==> config.mk <==
export PLATFORM = sky130hd
export DESIGN_NAME = uart_receiver
export DESIGN_NICKNAME = d
export VERILOG_FILES = /design/src/rtl/uart_pkg.sv /design/src/rtl/baud_controller.sv /design/src/rtl/uart_receiver.sv
export SDC_FILE = /design/constraint.sdc
export NUM_CORES = 1
export LEC_CHECK = 0
export BUFFER_PORTS_ARGS = -buffer_cell sky130_fd_sc_hd__buf_2
export CAP_MARGIN = 20
export CORE_MARGIN = 10
export CORE_UTILIZATION = 56
export CTS_BUF_LIST = sky130_fd_sc_hd__clkbuf_2 sky130_fd_sc_hd__clkbuf_4 sky130_fd_sc_hd__clkbuf_8
export DETAILED_ROUTE_END_ITERATION = 10
export GPL_TIMING_DRIVEN = 0
export HOLD_SLACK_MARGIN = 0.1
export PLACE_DENSITY = 0.78
export SYNTH_ARGS = -nofsm -noshare
export SYNTH_HDL_FRONTEND = slang
export SYNTH_HIERARCHICAL = 1
export SYNTH_SLANG_ARGS = --single-unit
==> constraint.sdc <==
create_clock -name clock -period 1.88 [get_ports clock]
set_input_delay 0.376 -clock clock [delete_from_list [all_inputs] [get_ports clock]]
set_output_delay 0.376 -clock clock [all_outputs]
set_load 0.03 [all_outputs]
==> src/rtl/uart_pkg.sv <==
// Shared UART definitions: FSM state encoding, bit-timing constants and the baud rate table.
// The transmitter and receiver both import this package so that their encodings stay in step.
package uart_pkg;

   typedef enum logic [2:0] {
      IDLE   = 3'd0,
      START  = 3'd1,
      DATA   = 3'd2,
      PARITY = 3'd3,
      STOP   = 3'd4
   } uart_state_t;

   localparam int OVERSAMPLE = 16;
   localparam int MID_SAMPLE = 7;
   localparam int LAST_TICK  = 15;
   localparam int DATA_BITS  = 8;
   localparam int BAUD_DIV_W = 16;

   // Terminal count (clocks per sample tick minus one) for each baud_select code.
   function automatic logic [BAUD_DIV_W-1:0] baud_last(input logic [2:0] sel);
      case (sel)
         3'd0:    return 16'd383;
         3'd1:    return 16'd191;
         3'd2:    return 16'd95;
         3'd3:    return 16'd47;
         3'd4:    return 16'd23;
         3'd5:    return 16'd11;
         3'd6:    return 16'd5;
         default: return 16'd2;
      endcase
   endfunction

endpackage

==> src/rtl/baud_controller.sv <==
// Free-running divider producing a one-clock Rx_sample_ENABLE at 16x the selected baud rate.
// The enable is a registered clock-enable; it is never used as a clock.
module baud_controller
   import uart_pkg::*;
(
   input  logic       clock,
   input  logic       reset,
   input  logic [2:0] baud_select,
   output logic       Rx_sample_ENABLE
);

   logic [BAUD_DIV_W-1:0] div_cnt;
   logic [BAUD_DIV_W-1:0] div_last;

   assign div_last = baud_last(baud_select);

   // >= rather than == so a rate change to a shorter period cannot strand the counter.
   always_ff @(posedge clock or negedge reset) begin
      if (!reset) begin
         div_cnt          <= '0;
         Rx_sample_ENABLE <= 1'b0;
      end else if (div_cnt >= div_last) begin
         div_cnt          <= '0;
         Rx_sample_ENABLE <= 1'b1;
      end else begin
         div_cnt          <= div_cnt + BAUD_DIV_W'(1);
         Rx_sample_ENABLE <= 1'b0;
      end
   end

endmodule

==> src/rtl/uart_receiver.sv <==
// 8E1 UART receiver with 16x oversampling; Rx_VALID pulses one clock after the stop-bit mid-sample tick.
// Result byte and error flags are held until the next completed frame overwrites them.
module uart_receiver #(
   parameter int OVERSAMPLE  = 16,
   parameter int SYNC_STAGES = 2
) (
   input  logic       clock,
   input  logic       reset,
   input  logic [2:0] baud_select,
   input  logic       Rx_EN,
   input  logic       RxD,
   output logic [7:0] Rx_DATA,
   output logic       Rx_VALID,
   output logic       Rx_PERROR,
   output logic       Rx_FERROR,
   output logic       Rx_BUSY
);
   import uart_pkg::*;

   localparam int CNT_W = $clog2(OVERSAMPLE);
   localparam int IDX_W = $clog2(DATA_BITS);

   uart_state_t            state_q, state_d;
   logic [CNT_W-1:0]       cnt_q, cnt_d;
   logic [IDX_W-1:0]       idx_q, idx_d;
   logic [DATA_BITS-1:0]   shreg_q, shreg_d;
   logic                   par_q, par_d;
   logic                   armed_q, armed_d;
   logic [7:0]             data_d;
   logic                   perr_d, ferr_d, valid_d;
   logic [SYNC_STAGES-1:0] sync_q;
   logic                   rxd_s;
   logic                   tick;

   baud_controller u_baud (
      .clock            (clock),
      .reset            (reset),
      .baud_select      (baud_select),
      .Rx_sample_ENABLE (tick)
   );

   always_ff @(posedge clock or negedge reset) begin
      if (!reset) sync_q <= '1;
      else        sync_q <= {sync_q[SYNC_STAGES-2:0], RxD};
   end
   assign rxd_s = sync_q[SYNC_STAGES-1];

   assign Rx_BUSY = (state_q != IDLE);

   always_ff @(posedge clock or negedge reset) begin
      if (!reset) begin
         state_q   <= IDLE;
         cnt_q     <= '0;
         idx_q     <= '0;
         shreg_q   <= '0;
         par_q     <= 1'b0;
         armed_q   <= 1'b1;
         Rx_DATA   <= '0;
         Rx_VALID  <= 1'b0;
         Rx_PERROR <= 1'b0;
         Rx_FERROR <= 1'b0;
      end else begin
         state_q   <= state_d;
         cnt_q     <= cnt_d;
         idx_q     <= idx_d;
         shreg_q   <= shreg_d;
         par_q     <= par_d;
         armed_q   <= armed_d;
         Rx_DATA   <= data_d;
         Rx_VALID  <= valid_d;
         Rx_PERROR <= perr_d;
         Rx_FERROR <= ferr_d;
      end
   end

   always_comb begin
      state_d = state_q;
      cnt_d   = cnt_q;
      idx_d   = idx_q;
      shreg_d = shreg_q;
      par_d   = par_q;
      armed_d = armed_q;
      data_d  = Rx_DATA;
      perr_d  = Rx_PERROR;
      ferr_d  = Rx_FERROR;
      valid_d = 1'b0;

      // armed drops after a low stop bit so a held-low line (break) yields a single frame.
      if (tick && rxd_s) armed_d = 1'b1;

      if (!Rx_EN) begin
         state_d = IDLE;
         cnt_d   = '0;
         idx_d   = '0;
      end else if (tick) begin
         case (state_q)
            IDLE: begin
               if (!rxd_s && armed_q) begin
                  state_d = START;
                  cnt_d   = '0;
               end
            end
            START: begin
               if (cnt_q == CNT_W'(MID_SAMPLE)) begin
                  state_d = rxd_s ? IDLE : DATA;
                  cnt_d   = '0;
                  idx_d   = '0;
               end else begin
                  cnt_d = cnt_q + CNT_W'(1);
               end
            end
            DATA: begin
               if (cnt_q == CNT_W'(LAST_TICK)) begin
                  shreg_d[idx_q] = rxd_s;
                  if (idx_q == IDX_W'(DATA_BITS - 1)) begin
                     state_d = PARITY;
                     cnt_d   = '0;
                  end else begin
                     idx_d = idx_q + IDX_W'(1);
                     cnt_d = cnt_q + CNT_W'(1);
                  end
               end else begin
                  cnt_d = cnt_q + CNT_W'(1);
               end
            end
            PARITY: begin
               if (cnt_q == CNT_W'(LAST_TICK)) begin
                  par_d   = rxd_s;
                  state_d = STOP;
                  cnt_d   = '0;
               end else begin
                  cnt_d = cnt_q + CNT_W'(1);
               end
            end
            STOP: begin
               if (cnt_q == CNT_W'(LAST_TICK)) begin
                  data_d  = shreg_q;
                  perr_d  = (^shreg_q) ^ par_q;
                  ferr_d  = ~rxd_s;
                  valid_d = ~perr_d & rxd_s;
                  if (!rxd_s) armed_d = 1'b0;
                  state_d = IDLE;
                  cnt_d   = '0;
               end else begin
                  cnt_d = cnt_q + CNT_W'(1);
               end
            end
            default: begin
               state_d = IDLE;
               cnt_d   = '0;
            end
         endcase
      end
   end

endmodule
==> run metrics <==
run status complete, but fails checks; failing checks negative setup slack; CTS Root Cell clkbuf_8; Total Routing Usage GR 13.89%; Crit path largest cell delay about 0.43 ns; Reg clk slew, reported paths 0.09 ns; share of cells above drive strength 1 between 30% and 40%; delay-heaviest family, CP simple AND/OR/NAND/NOR gates; Clock Latency Late Sink 0.31 ns; via count between 2000 and 2500; routability cong. between 0.8 and 0.9; crit path from baud_select[0]; global-route wire length before repair between 8000 and 9000 um; period utilization 103.9%; final std cells w/o fill ~360; vias per inst around 5.7; Crit Path Category in -> reg; Startpoint Class primary input; Max Fclk 512.1 MHz; initial drt markers 138; asr flop ratio synth 100.0%; n_diodes 0; top-area cell type share of the netlist area a little over two fifths; Slowest-stage cell, CP or4_4; pins over their slew limit 0; total of fill cells in the finished design 311; worst slack at placement -0.3361 ns; sequential area share after synthesis about 46%; Die ar. 8034 sq um; worst reg2reg endpoint u_baud/div_cnt[6]; R2R cell count 6; Cells after Synth around 250; total gr overflow 0; LEAKAGE approximately 1.5 nW; RSZ-0062 raised after global routing yes; CP endpoint u_baud/div_cnt[6]; number of hold violations in the final report 0; Top FF cell, synth dfrtp_1; Placed Cells between 300 and 400; Critical Path Sink Type register; largest area contributor in the synthesized netlist dfrtp_1; total wire length about 5900 um; Hold Path Class in -> reg; vias in the first global route around 1900; Layout area overhead 25.30%; worst-case clock buffer depth 2; initial core utilization between 50% and 60%; Commonest cells post-synth dfrtp_1 (47), mux2_1 (18), nand3_1 (15), nor2_1 (15); Required @ worst endpoint 2.12 ns; wire per inst 16.16 um; Yosys warnings 6; Worst Path Max Fanout 7; row count 25; Yosys reg bits 50; top post-synthesis cells by area dfrtp_1 (43%), mux2_1 (7.5%), ha_1 (5.5%); initial antenna violation count 0; Nets approximately 310; most frequent cell after synthesis dfrtp_1; EDFF count, synth 0; Setup WS post-layout -0.07291 ns; Worst R2R Setup Slack 0 ns; Post-DRT Antenna Nets 0; skew final between 0.006 and 0.007 ns; setup violators final 11; PD cells roughly 590 nW/um^2; critical path cell sequence buf_8 -> or3_4 -> ha_4 -> or4_4 -> nor3_1 -> a31oi_4 -> buf_6 -> nor2_4; TritonRoute pass-1 iters 4; DRC errors left 0; worst vdd ir about 0.53 mV; die height roughly 90 um; setup_tns -0.5341 ns; Max-Cap Viols 0; DPL Wire Length approximately 3700 um; largest net degree at the start of global routing 51; total power 0.002009 W; worst path buffer plus inverter count 2; Post-Syn Area approximately 2700 sq um; Hold WS about 0.16 ns; reg-to-reg critical path startpoint u_baud/div_cnt[6]; WP depth 8; total CTS buffers 5; H-tree Lvls 2; clock sink total 50; PortBufs 18; die span in x between 80 and 90 um; crit path DAT 2.19 ns; post-synth cell types 62; core box area 4723 sq um; minimum clock period about 2.0 ns; CTS tree done; I/O Pins 19; syn avg cell area approximately 11 sq um
[repair_timing]
| action | CTS | global route |
|---|---|---|
| endpoints found under the hold margin | 0 | 5 |
| resized for setup | 13 | 46 |
| cloned | 0 | 1 |
| setup buffers | 4 | 6 |
| setup endpoints to repair | 11 | 29 |
| hold buffers | 0 | 1 |
| pin swaps | 2 | 5 |
[layout by cell type (no fill, tap or decap), drive strengths merged, types with 3 or more instances in the layout]
cell type	instances
a211o	3
a21o	3
a21oi	9
a31oi	5
and3	3
buf	38
clkbuf	8
clkinv	3
conb	6
dfrtp	47
dfstp	3
ha	12
inv	11
mux2	18
nand2	12
nand2b	4
nand3	16
nand4	7
nor2	15
nor2b	3
nor3	10
o21ai	7
o31ai	4
or4	3
xnor2	10
xor2	4
[stage by stage]
| stage | instance area, sq um | util [%] |
|---|---|---|
| floorplan | 2749 | - |
| global placement | 2923 | 61.88 |
| detailed placement | 2923 | 61.88 |
| CTS | 3123 | 66.12 |
| global route | 3402 | 72.03 |
| finish | 3402 | 72.03 |
[report_power, final]
part           internal [W]  switching, W
Combinational      0.000105      0.000140
Clock              0.000276      0.000377
Sequential          0.00110     0.0000156
[registers in the layout, indices dropped and copies added (netlist names)]
| name | count |
|---|---|
| Rx_DATA | 8 |
| Rx_FERROR | 1 |
| Rx_PERROR | 1 |
| Rx_VALID | 1 |
| armed_q | 1 |
| cnt_q | 4 |
| idx_q | 3 |
| par_q | 1 |
| shreg_q | 8 |
| state_q | 3 |
| sync_q | 2 |
| u_baud/Rx_sample_ENABLE | 1 |
| u_baud/div_cnt | 16 |
[final cells by class]
class                   count  area [sq um]  area share [%]
multi-input cells         185          1609           47.30
inverters                  11         41.29           1.214
repair buffers             31         241.5           7.098
clock inverters             3         28.78          0.8459
plain buffers              11         70.07           2.060
clock buffers               5         68.82           2.023
well taps                  67         83.83           2.464
flip-flops and latches     50          1259           37.00
[how the worst min path moves through the flow]
stage,from,endpoint,slack [ns],cells past startpoint
after global routing,RxD,sync_q[0],0.15,1
after CTS,RxD,sync_q[0],0.16,1
after floorplan,reset,Rx_DATA[0],0.08,0
after global placement,sync_q[0],sync_q[1],0.35,0
final,RxD,sync_q[0],0.16,1
after detailed placement,sync_q[0],sync_q[1],0.35,0
[logic make-up after synthesis]
family / after synthesis / share of synthesized area, %
AND/OR/NAND/NOR: 88 / 18.85
flip-flops: 50 / 46.22
AO/OA/AOI/OAI: 44 / 11.89
buffers and inverters: 22 / 3.824
multiplexers: 20 / 8.203
XOR/XNOR: 15 / 5.345
adder cells (fa/ha/maj): 12 / 5.530
other: 1 / 0.1381
[layer usage]
| layer | up-vias | part of all wire, % | global-route usage [%] |
|---|---|---|---|
| met3 | 8 | 4.3 | 2.798 |
| li1 | 993 | - | - |
| met2 | 53 | 49 | 22.49 |
| met5 | - | 0 | 0 |
| met1 | 1017 | 45 | 18.33 |
| met4 | 0 | 1.2 | 4.046 |
No activity file was read; power rests on OpenSTA's default activity.
